`src/rtl/fetch_stage_if.sv`:
```
// Instruction-memory request/response bus between the fetch stage and imem.
// One request is outstanding at a time; ready is a single-cycle response pulse.
interface fetch_stage_if #(
    parameter int ADDR_W  = 16,
    parameter int INSTR_W = 16
);
    logic               imem_req;
    logic [ADDR_W-1:0]  imem_addr;
    logic               imem_ready;
    logic [INSTR_W-1:0] imem_rdata;

    modport master (
        output imem_req,
        output imem_addr,
        input  imem_ready,
        input  imem_rdata
    );

    modport slave (
        input  imem_req,
        input  imem_addr,
        output imem_ready,
        output imem_rdata
    );
endinterface

```
`src/rtl/fetch_stage.sv`:
```
// CX3001 instruction fetch stage: owns the PC, issues one-outstanding imem
// requests and feeds the IF/ID register through a one-entry skid buffer.
module fetch_stage #(
    parameter int                ADDR_W   = 16,
    parameter int                INSTR_W  = 16,
    parameter logic [ADDR_W-1:0] RESET_PC = '0
) (
    input  logic               clk,
    input  logic               rst,
    fetch_stage_if.master      imem,
    input  logic               stall,
    input  logic               branch_taken,
    input  logic [ADDR_W-1:0]  branch_target,
    output logic               ifid_valid,
    output logic [INSTR_W-1:0] ifid_instr,
    output logic [ADDR_W-1:0]  ifid_pc_plus1,
    output logic [3:0]         op_code
);

    typedef enum logic [1:0] {
        S_IDLE,
        S_REQ,
        S_FULL,
        S_DROP
    } state_t;

    state_t             state, state_n;
    logic [ADDR_W-1:0]  pc, pc_n;
    logic [ADDR_W-1:0]  fetch_addr, fetch_addr_n;
    logic [INSTR_W-1:0] skid_instr, skid_instr_n;
    logic [ADDR_W-1:0]  skid_pc1, skid_pc1_n;
    logic               ifid_valid_n;
    logic [INSTR_W-1:0] ifid_instr_n;
    logic [ADDR_W-1:0]  ifid_pc1_n;
    logic [ADDR_W-1:0]  fetch_inc;
    logic               ifid_free;

    assign fetch_inc      = fetch_addr + ADDR_W'(1);
    assign ifid_free      = !stall || !ifid_valid;
    assign imem.imem_req  = (state == S_REQ) || (state == S_DROP);
    assign imem.imem_addr = fetch_addr;
    assign op_code        = ifid_instr[INSTR_W-1 -: 4];

    always_ff @(posedge clk or posedge rst) begin
        if (rst) begin
            state         <= S_IDLE;
            pc            <= RESET_PC;
            fetch_addr    <= RESET_PC;
            skid_instr    <= '0;
            skid_pc1      <= '0;
            ifid_valid    <= 1'b0;
            ifid_instr    <= '0;
            ifid_pc_plus1 <= '0;
        end else begin
            state         <= state_n;
            pc            <= pc_n;
            fetch_addr    <= fetch_addr_n;
            skid_instr    <= skid_instr_n;
            skid_pc1      <= skid_pc1_n;
            ifid_valid    <= ifid_valid_n;
            ifid_instr    <= ifid_instr_n;
            ifid_pc_plus1 <= ifid_pc1_n;
        end
    end

    always_comb begin
        state_n      = state;
        pc_n         = pc;
        fetch_addr_n = fetch_addr;
        skid_instr_n = skid_instr;
        skid_pc1_n   = skid_pc1;
        ifid_valid_n = ifid_valid;
        ifid_instr_n = ifid_instr;
        ifid_pc1_n   = ifid_pc_plus1;

        if (branch_taken) begin
            ifid_valid_n = 1'b0;
            ifid_instr_n = '0;
            ifid_pc1_n   = '0;
            skid_instr_n = '0;
            skid_pc1_n   = '0;
            pc_n         = branch_target;
            // An unanswered request must still complete on the bus, so its
            // address is kept and the response is dropped in S_DROP.
            case (state)
                S_REQ: begin
                    if (imem.imem_ready) begin
                        fetch_addr_n = branch_target;
                        state_n      = S_REQ;
                    end else begin
                        state_n      = S_DROP;
                    end
                end
                S_DROP: state_n = S_DROP;
                default: begin
                    fetch_addr_n = branch_target;
                    state_n      = S_REQ;
                end
            endcase
        end else begin
            if (ifid_free) begin
                ifid_valid_n = 1'b0;
                ifid_instr_n = '0;
                ifid_pc1_n   = '0;
            end
            case (state)
                S_IDLE: state_n = S_REQ;
                S_REQ: begin
                    if (imem.imem_ready) begin
                        pc_n         = fetch_inc;
                        fetch_addr_n = fetch_inc;
                        if (ifid_free) begin
                            ifid_valid_n = 1'b1;
                            ifid_instr_n = imem.imem_rdata;
                            ifid_pc1_n   = fetch_inc;
                        end else begin
                            skid_instr_n = imem.imem_rdata;
                            skid_pc1_n   = fetch_inc;
                            state_n      = S_FULL;
                        end
                    end
                end
                S_FULL: begin
                    if (!stall) begin
                        ifid_valid_n = 1'b1;
                        ifid_instr_n = skid_instr;
                        ifid_pc1_n   = skid_pc1;
                        skid_instr_n = '0;
                        skid_pc1_n   = '0;
                        state_n      = S_REQ;
                    end
                end
                S_DROP: begin
                    if (imem.imem_ready) begin
                        fetch_addr_n = pc;
                        state_n      = S_REQ;
                    end
                end
                default: state_n = S_IDLE;
            endcase
        end
    end

endmodule
```
`src/flat_wrapper.sv`:
```
// flat-port wrapper written by rule: the top's interface ports become plain ports
module fetch_stage_flat 
#(
    parameter int                ADDR_W   = 16,
    parameter int                INSTR_W  = 16,
    parameter logic [ADDR_W-1:0] RESET_PC = '0
)
  (clk, rst, stall, branch_taken, branch_target, ifid_valid, ifid_instr, ifid_pc_plus1, op_code, imem_imem_req, imem_imem_addr, imem_imem_ready, imem_imem_rdata);
  fetch_stage_if #(.ADDR_W(ADDR_W), .INSTR_W(INSTR_W)) imem_i ();
  input  logic clk;
  input  logic rst;
  input  logic stall;
  input  logic branch_taken;
  input  logic [ADDR_W-1:0] branch_target;
  output logic ifid_valid;
  output logic [INSTR_W-1:0] ifid_instr;
  output logic [ADDR_W-1:0] ifid_pc_plus1;
  output logic [3:0] op_code;
  output wire logic [$bits(imem_i.imem_req)-1:0] imem_imem_req;
  output wire logic [$bits(imem_i.imem_addr)-1:0] imem_imem_addr;
  input wire logic [$bits(imem_i.imem_ready)-1:0] imem_imem_ready;
  input wire logic [$bits(imem_i.imem_rdata)-1:0] imem_imem_rdata;
  assign imem_imem_req = imem_i.imem_req;
  assign imem_imem_addr = imem_i.imem_addr;
  assign imem_i.imem_ready = imem_imem_ready;
  assign imem_i.imem_rdata = imem_imem_rdata;
  fetch_stage #(.ADDR_W(ADDR_W), .INSTR_W(INSTR_W), .RESET_PC(RESET_PC)) u_core (.clk(clk), .rst(rst), .imem(imem_i), .stall(stall), .branch_taken(branch_taken), .branch_target(branch_target), .ifid_valid(ifid_valid), .ifid_instr(ifid_instr), .ifid_pc_plus1(ifid_pc_plus1), .op_code(op_code));
endmodule
```
`config.mk`:
```
export PLATFORM = sky130hd
export DESIGN_NAME = fetch_stage_flat
export DESIGN_NICKNAME = d
export VERILOG_FILES = /design/src/rtl/fetch_stage_if.sv /design/src/rtl/fetch_stage.sv /design/src/flat_wrapper.sv
export SDC_FILE = /design/constraint.sdc
export NUM_CORES = 1
export LEC_CHECK = 0
export CORE_MARGIN = 10
export CORE_UTILIZATION = 30
export DETAILED_ROUTE_END_ITERATION = 7
export SYNTH_ARGS = -nofsm -noshare
export SYNTH_HDL_FRONTEND = slang
export SYNTH_SLANG_ARGS = --single-unit
```
`constraint.sdc`:
```
create_clock -name clk -period 8.9 [get_ports clk]
set_input_delay 2.225 -clock clk [delete_from_list [all_inputs] [get_ports clk]]
set_output_delay 2.225 -clock clk [all_outputs]
set_load 0.005 [all_outputs]
```
==> flow_metrics.py, run 1 <==
metrics = {
    "timing": {
        "fin_crit_sh": 0.524,
        "fin_crit_ps": 4660,
        "tns_ps": 0,
        "rsz0062_at_grt": "no",
        "tightest_slew_ps": 1150,
        "fin_skew_ps": 10.8,
        "maxSlewHeadroom": 0.236,
        "fmax_mhz": 214,
        "setup_viol": 0,
        "slew_viol_final": 0,
        "hold_viol": 0,
    },
    "clock_tree": {
        "cts_tree": "yes",
        "clk_pin_slew_ps": 70,
        "post_cts_buffers": 0,
        "cts_buffers": 9,
        "cts_num_sinks": 99,
        "ctsLongestPathBuffers": 2,
        "ctsHoldBuffers": 0,
        "cts_resized": 0,
        "htree_levels": 3,
        "cts_root_buf": "clkbuf_16",
        "clock_latency_ps": 360,
    },
    "final_layout": {
        "drive_gt1_frac": 0.0655,
        "areaGrowthSynthToFinish_pct": 23.6,
        "fin_nets": 769,
        "fin_util": 0.376,
        "antenna_cells": 0,
    },
    "flow_run": {
        "maxCapViolations": 0,
    },
    "global_routing": {
        "overflow": 0,
        "grt_max_degree": 62,
        "antenna_found_initial": 0,
        "grt_use_total": 0.138,
        "grt_pass1_vias": 5119,
        "grt_pass1_wl_mm": 27.5,
    },
    "yosys": {
        "synth.area.top_cells": "dfrtp_1 44%, nand2_1 10%, o21ai_0 6.7%",
        "yosysTopAreaCellShare": 0.436,
        "yosysUniqueCellTypes": 63,
        "synth_nets": 716,
        "ys_warn_count": 0,
        "synth-main-ff-cell": "dfrtp_1",
        "synth_top_cell_by_area": "dfrtp_1",
        "synth_edf_count": 0,
        "ys_seq_elements": 99,
        "syn_avg_cell_area_um2": 8.43,
        "syn_inst": 675,
        "netlist_area_mm2": 0.00569,
        "ys_async_sr_fraction": 1.00,
        "yosysSeqAreaShare": 0.436,
    },
    "drt": {
        "vias": 5179,
        "drtAntennaViolNets": 0,
        "totalWireLength_mm": 17.1,
        "drtIter0Drc": 427,
        "drc": 0,
        "dr.pass1.iters": 5,
        "wl_per_cell_um": 17.7,
        "viasPerCell": 5.36,
    },
    "power": {
        "powerDensity_mw_per_mm2": 319,
        "power_frac_comb": 0.476,
        "clock_power_share": 0.184,
        "total_power_uw": 2240,
        "power.leakage_uw": 0.00291,
        "cell_internal_pwr_uw": 1310,
        "switching_share": 0.417,
        "power_switching_uw": 934,
        "pwr-share-seq": 0.340,
        "ir_drop_mv": 0.192,
    },
    "worst_setup_path": {
        "critical_path_class": "flip-flop to output pin",
        "regToRegSetupSlack_ps": 6000,
        "crit_chain": "ha_1 > clkinv_1 > nand2_1 > clkdlybuf4s50_1",
        "end_kind": "output pin",
        "startpoint_type": "flip-flop",
        "arrival_ps": 2440,
        "crit_path_max_fanout": 17,
        "slowest_stage": "ha_1",
        "worstRegToRegCells": 9,
        "critPathRequiredTime_ps": 6680,
        "slowest_delay_ps": 530,
    },
    "die": {
        "fp-row-count": 50,
        "die_w_um": 158,
        "io_pins": 91,
        "core_area_mm2": 0.0187,
        "initial_utilization": 0.304,
        "dieArea_mm2": 0.0249,
        "die_h_um": 158,
    },
    "hold_path": {
        "hold_depth": 2,
        "min_path_type": "flip-flop to flip-flop",
    },
    "place": {
        "hpwl_mm": 11.5,
        "io_buffers": 90,
        "place_congestion": 0.835,
    },
    "outcome": {
        "status": "finished, final reports clean",
    },
}
[cells in the mapped netlist (10+ instances only)]
master    instances
nand2_1         153
clkbuf_1         37
inv_1            34
dfrtp_1          99
a21oi_1          30
o21ai_0          76
nor2_1           35
a211oi_1         24
buf_2            10
a22o_1           11
a221oi_1         23
[cells in the final DEF (no fill, tap or decap), types with 4 or more instances in the layout]
cell type / n
a21oi_1: 30
o211ai_1: 8
inv_1: 33
and2_1: 5
o22ai_1: 5
xnor2_1: 8
nand3_1: 8
clkdlybuf4s50_1: 89
a22o_1: 11
a221oi_1: 23
clkbuf_16: 9
xor2_1: 5
a211oi_1: 24
o21ai_0: 76
buf_4: 8
o2bb2ai_1: 4
nand2_1: 153
nor2_1: 35
o31ai_1: 6
a31oi_1: 7
dfrtp_1: 99
a22oi_1: 5
and3_1: 5
[per-stage QoR]
step | hold WS (ps) | cells | instance area [um^2] | worst slack (ps)
after detailed placement | 466 | 951 | 6720 | 4020
after global placement | 459 | 951 | 6720 | 4070
after global routing | 506 | 967 | 7030 | 4080
after CTS | 483 | 967 | 7030 | 4200
after floorplan | 448 | 675 | 5690 | 4080
final | 480 | 967 | 7030 | 4240
[power groups by stage]
stage          combinational (uW)  sequential (uW)  clock [uW]
2_1_floorplan                 668              732           0
3_5_place_dp                 1070              767           0
5_1_grt                      1180              783         446
6_report                     1070              762         414
4_1_cts                      1080              760         423
3_3_place_gp                 1060              763           0
[state kept, by name, summed over array words and instances (netlist names)]
register               flops
u_core.ifid_valid          1
u_core.pc                 16
u_core.imem.imem_addr     16
u_core.ifid_pc_plus1      16
u_core.state               2
u_core.skid_pc1           16
u_core.skid_instr         16
u_core.ifid_instr         16
[logic make-up after synthesis]
group | after synthesis | share of synthesized area
and+or+nand+nor | 230 | 0.183
xor gates and xnor gates | 14 | 0.0229
AOI/OAI and AO/OA | 233 | 0.279
adders and majority gates | 4 | 0.00880
buffers and inverters | 92 | 0.0656
muxes | 3 | 0.00528
DFF | 99 | 0.436
[path summary, 6_finish.rpt]
| path | start | to |
|---|---|---|
| setup / recovery | u_core.state[1]$_DFFE_PP0P_ | imem_imem_req |
| hold / removal | u_core.skid_pc1[2]$_DFFE_PP0P_ | u_core.skid_pc1[2]$_DFFE_PP0P_ |
| setup reg to reg | u_core.state[1]$_DFFE_PP0P_ | u_core.skid_pc1[7]$_DFFE_PP0P_ |
| hold reg to reg | u_core.skid_pc1[2]$_DFFE_PP0P_ | u_core.skid_pc1[2]$_DFFE_PP0P_ |
| max in group asynchronous | rst | u_core.ifid_instr[5]$_DFF_PP0_ |
| min in group asynchronous | rst | u_core.imem.imem_addr[0]$_DFFE_PP0P_ |
[layout make-up]
type,count,area (um^2)
inverters,36,138
flip-flops and latches,99,2480
multi-input cells,484,2850
repair buffers,98,956
well taps,234,293
clock buffers,11,253
fillers,1891,11700
clock inverters,5,61.3
[critical path: cells and delay by family (launching register included)]
kind	cells	cell delay [ps]
buffers and inverters	2	930
adders and majority gates	1	530
DFF	1	410
and+or+nand+nor	1	210
[routing by layer]
metal,GRT usage,vias up,routed length (um)
met1,0.187,2517,8270
met5,0,-,0
met3,0.0393,14,1230
met2,0.212,143,7440
li1,-,2505,-
met4,0.0325,0,185
No activity file was read; power rests on OpenSTA's default activity.
==> run 2, diff against run 1 <==
- clock period: 8.9 -> 4 ns (I/O delays scaled with it)
==> flow_metrics.py, run 2 (same netlist as run 1, synthesis figures left out) <==
metrics = {
    "outcome": {
        "status": "finished, final reports clean",
    },
    "timing": {
        "rsz0062_at_grt": "no",
        "tightest_slew_ps": 756,
        "fin_crit_ps": 3350,
        "setup_viol": 0,
        "slew_viol_final": 0,
        "fin_crit_sh": 0.838,
        "fin_ws_ps": 647,
        "fmax_mhz": 298,
        "hold_viol": 0,
        "fin_skew_ps": 6.72,
        "maxSlewHeadroom": 0.496,
        "tns_ps": 0,
    },
    "final_layout": {
        "fin_nets": 779,
        "multi_input_area_mm2": 0.00285,
        "fillers": 1905,
        "drive_gt1_frac": 0.0742,
        "layout_commonest_cell": "nand2_1",
        "register_area_mm2": 0.00248,
        "layout_common_cells": "153 x nand2_1, 99 x dfrtp_1, 89 x clkdlybuf4s50_1",
        "antenna_cells": 0,
        "areaGrowthSynthToFinish_pct": 24.6,
    },
    "worst_setup_path": {
        "crit_path_start": "u_core.state[1]$_DFFE_PP0P_",
        "critPathRequiredTime_ps": 3000,
        "crit_path_max_fanout": 17,
        "startpoint_type": "flip-flop",
        "arrival_ps": 2350,
        "r2r-start": "u_core.state[1]$_DFFE_PP0P_",
        "end_kind": "output pin",
        "cp_top_family": "buffers and inverters",
        "slowest_stage": "ha_1",
        "critical_path_class": "flip-flop to output pin",
        "crit_chain": "ha_1 > clkinv_1 > nand2_1 > clkdlybuf4s50_1",
        "slowest_delay_ps": 520,
        "path_buf_inv": 2,
    },
    "die": {
        "io_pins": 91,
        "dieArea_mm2": 0.0249,
        "core_area_mm2": 0.0187,
        "die_h_um": 158,
        "die_w_um": 158,
        "initial_utilization": 0.304,
        "fp-row-count": 50,
    },
    "clock_tree": {
        "htree_levels": 3,
        "ctsHoldBuffers": 0,
        "cts_resized": 0,
        "cts_num_sinks": 99,
        "clock_latency_ps": 350,
        "ctsLongestPathBuffers": 2,
        "cts_root_buf": "clkbuf_16",
        "cts_tree": "yes",
        "clk_pin_slew_ps": 70,
        "cts_buffers": 9,
        "post_cts_buffers": 0,
    },
    "place": {
        "io_buffers": 90,
        "dp_worst_setup_slack_ps": 851,
        "hpwl_mm": 12.2,
        "place_congestion": 0.805,
    },
    "power": {
        "pwr-share-seq": 0.338,
        "power.leakage_uw": 0.00295,
        "power_frac_comb": 0.486,
        "powerDensity_mw_per_mm2": 705,
        "clock_power_share": 0.175,
        "ir_drop_mv": 0.295,
        "power_switching_uw": 2090,
        "cell_internal_pwr_uw": 2910,
        "switching_share": 0.418,
    },
    "hold_path": {
        "min_path_type": "flip-flop to flip-flop",
        "holdCritStartpoint": "u_core.skid_pc1[0]$_DFFE_PP0P_",
    },
    "global_routing": {
        "grt_pass1_vias": 4952,
        "grt_pass1_wl_mm": 27.6,
        "grt_max_degree": 54,
        "antenna_found_initial": 0,
        "overflow": 0,
        "grt_use_total": 0.140,
    },
    "drt": {
        "vias": 5194,
        "drtIter0Drc": 374,
        "wl_per_cell_um": 17.9,
        "drtAntennaViolNets": 0,
        "dr.pass1.iters": 6,
        "drc": 0,
        "totalWireLength_mm": 17.5,
        "viasPerCell": 5.33,
    },
    "flow_run": {
        "maxCapViolations": 0,
    },
}
-- run 2: cell count changes in the layout (fill, tap and decap cells not counted) --
cell / delta
buf_4: +9
clkbuf_8: -1
buf_12: +1
clkbuf_1: +1
clkinv_2: +1
clkinv_4: -3
-- run 2: worst register-to-register path, stage by stage (launching register included) --
cell       delay (ps)
dfrtp_1           390
ha_1              520
clkinv_1          380
nand2_1           520
nor2_1             80
a222oi_1          310
o2bb2ai_1         110
-- run 2: worst paths after layout --
path,to,slack (ps),depth (start not counted)
hold / removal,u_core.skid_pc1[0]$_DFFE_PP0P_,480,2
min in group asynchronous,u_core.pc[0]$_DFFE_PP0P_,1110,2
setup reg to reg,u_core.imem.imem_addr[13]$_DFFE_PP0P_,1550,6
setup / recovery,imem_imem_req,650,4
hold reg to reg,u_core.skid_pc1[0]$_DFFE_PP0P_,480,2
max in group asynchronous,u_core.imem.imem_addr[12]$_DFFE_PP0P_,2180,3
-- run 2: layout make-up --
cell class              instances  share of cell area
inverters                      36              0.0194
clock inverters                 3             0.00565
clock buffers                  11              0.0343
repair buffers                108               0.147
flip-flops and latches         99               0.350
multi-input cells             484               0.402
well taps                     234              0.0413
-- run 2: per-stage QoR --
| step | hold WS (ps) | util | instance area, um^2 | total power, uW | std cells |
|---|---|---|---|---|---|
| after CTS | 481 | 0.379 | 7090 | 5030 | 975 |
| final | 478 | 0.379 | 7090 | 5000 | 975 |
| after detailed placement | 466 | 0.364 | 6800 | 4140 | 961 |
| after global routing | 502 | 0.379 | 7090 | 5360 | 975 |
| after global placement | 461 | 0.364 | 6800 | 4120 | 961 |
| after floorplan | 448 | - | 5690 | 3120 | 675 |
-- run 2: per-layer routing --
layer  vias up  share of wire  GRT usage
met1      2485           0.49      0.197
met3         9          0.074     0.0429
met5         -              0          0
met4         0         0.0081     0.0263
li1       2523              -          -
met2       177           0.43      0.206
-- run 2: power by group through the flow --
stage,Combinational [uW],Clock (uW),Sequential [uW]
CTS,2440,894,1690
global route,2700,920,1750
detailed placement,2430,0,1710
floorplan,1490,0,1630
finish,2430,877,1690
global placement,2410,0,1700
==> run 3, diff against run 2 <==
- clock period: 4 -> 3.45 ns (I/O delays scaled with it)
==> flow_metrics.py, run 3 (same netlist as run 1, synthesis figures left out) <==
metrics = {
    "outcome": {
        "status": "finished, final reports clean",
    },
    "drt": {
        "dr.pass1.iters": 7,
        "drc": 0,
        "drtAntennaViolNets": 0,
        "vias": 5209,
        "wl_per_cell_um": 17.8,
        "viasPerCell": 5.30,
        "totalWireLength_mm": 17.5,
        "drtIter0Drc": 401,
    },
    "worst_setup_path": {
        "crit_path_max_fanout": 4,
        "worstRegToRegCells": 8,
        "critical_path_class": "flip-flop to output pin",
        "startpoint_type": "flip-flop",
        "arrival_ps": 1800,
        "end_kind": "output pin",
        "critPathRequiredTime_ps": 2590,
        "rr_endpoint": "u_core.imem.imem_addr[9]$_DFFE_PP0P_",
        "regToRegSetupSlack_ps": 1080,
        "r2r-start": "u_core.state[1]$_DFFE_PP0P_",
    },
    "clock_tree": {
        "clk_pin_slew_ps": 70,
        "cts_resized": 0,
        "cts_root_buf": "clkbuf_16",
        "cts_tree": "yes",
        "ctsLongestPathBuffers": 2,
        "cts_num_sinks": 99,
        "htree_levels": 3,
        "clock_latency_ps": 360,
        "ctsHoldBuffers": 0,
        "post_cts_buffers": 0,
        "cts_buffers": 9,
    },
    "place": {
        "io_buffers": 90,
        "hpwl_mm": 12.2,
        "place_congestion": 0.809,
        "dp_worst_setup_slack_ps": 529,
    },
    "timing": {
        "fin_crit_sh": 0.770,
        "tightest_slew_ps": 742,
        "fin_crit_ps": 2660,
        "fin_skew_ps": 7.97,
        "hold_viol": 0,
        "setup_viol": 0,
        "fin_ws_ps": 792,
        "tns_ps": 0,
        "maxSlewHeadroom": 0.505,
        "fmax_mhz": 376,
        "slew_viol_final": 0,
        "rsz0062_at_grt": "no",
    },
    "final_layout": {
        "drive_gt1_frac": 0.0841,
        "layout_common_cells": "153 x nand2_1, 99 x dfrtp_1, 89 x clkdlybuf4s50_1",
        "layout_commonest_cell": "nand2_1",
        "antenna_cells": 0,
        "fin_nets": 785,
        "areaGrowthSynthToFinish_pct": 25.6,
        "fillers": 1901,
    },
    "global_routing": {
        "overflow": 0,
        "grt_pass1_wl_mm": 28.2,
        "grt_use_total": 0.143,
        "grt_max_degree": 59,
        "antenna_found_initial": 0,
        "grt_pass1_vias": 5058,
    },
    "power": {
        "power.leakage_uw": 0.00297,
        "powerDensity_mw_per_mm2": 815,
        "ir_drop_mv": 0.398,
    },
    "die": {
        "fp-row-count": 50,
        "initial_utilization": 0.304,
        "dieArea_mm2": 0.0249,
        "die_w_um": 158,
        "core_area_mm2": 0.0187,
        "io_pins": 91,
        "die_h_um": 158,
    },
    "flow_run": {
        "maxCapViolations": 0,
    },
    "hold_path": {
        "holdCritStartpoint": "u_core.skid_pc1[4]$_DFFE_PP0P_",
        "hold_path_end": "u_core.skid_pc1[4]$_DFFE_PP0P_",
        "hold_depth": 2,
        "min_path_type": "flip-flop to flip-flop",
    },
}
## run 3: worst max path at each step
stage                                     start                                 end  slack (ps)  cells after the start
finish              u_core.state[1]$_DFFE_PP0P_                       imem_imem_req         790                      5
global route        u_core.state[1]$_DFFE_PP0P_                       imem_imem_req         660                      5
CTS                 u_core.state[1]$_DFFE_PP0P_                       imem_imem_req         770                      5
detailed placement                        stall  u_core.ifid_pc_plus1[12]$_DFF_PP0_         530                      7
global placement                          stall  u_core.ifid_pc_plus1[12]$_DFF_PP0_         590                      7
floorplan                                 stall   u_core.ifid_pc_plus1[6]$_DFF_PP0_        1320                      7
## run 3: per-stage QoR
| step | std cells | hold WS [ps] | total power [uW] | utilization | instance area, um^2 |
|---|---|---|---|---|---|
| after floorplan | 675 | 448 | 3610 | - | 5690 |
| after global placement | 967 | 461 | 4800 | 0.366 | 6850 |
| after detailed placement | 967 | 466 | 4830 | 0.366 | 6850 |
| after CTS | 983 | 482 | 5880 | 0.382 | 7140 |
| after global routing | 983 | 507 | 6290 | 0.382 | 7140 |
| final | 983 | 478 | 5830 | 0.382 | 7140 |
## run 3: cell type report
class	instances	area (um^2)	area share
Sequential cell	99	2480	0.347
Inverter	36	139	0.0194
Clock inverter	6	66.3	0.00928
Multi-Input combinational cell	484	2850	0.399
Timing Repair Buffer	114	1090	0.152
Clock buffer	10	229	0.0320
Tap cell	234	293	0.0410
## run 3: power breakdown
group          internal [uW]  switching (uW)  total (uW)
combinational           1270            1570        2850
clock                    563             467        1030
sequential              1550             397        1950
total                   3390            2440        5830
## run 3: routing by layer
metal  GRT usage  vias up  wire (um)
li1            -     2540          -
met1       0.200     2522       8620
met2       0.214      135       7610
met3      0.0410       12       1160
met4      0.0272        0        116
met5           0        -          0
## run 3: worst max-delay path, cell delays in order, from the launching register on
cell and delay, ps:
dfrtp_1 410, inv_1 120, ha_1 170, inv_1 100, nand2_1 120, clkdlybuf4s50_1 520
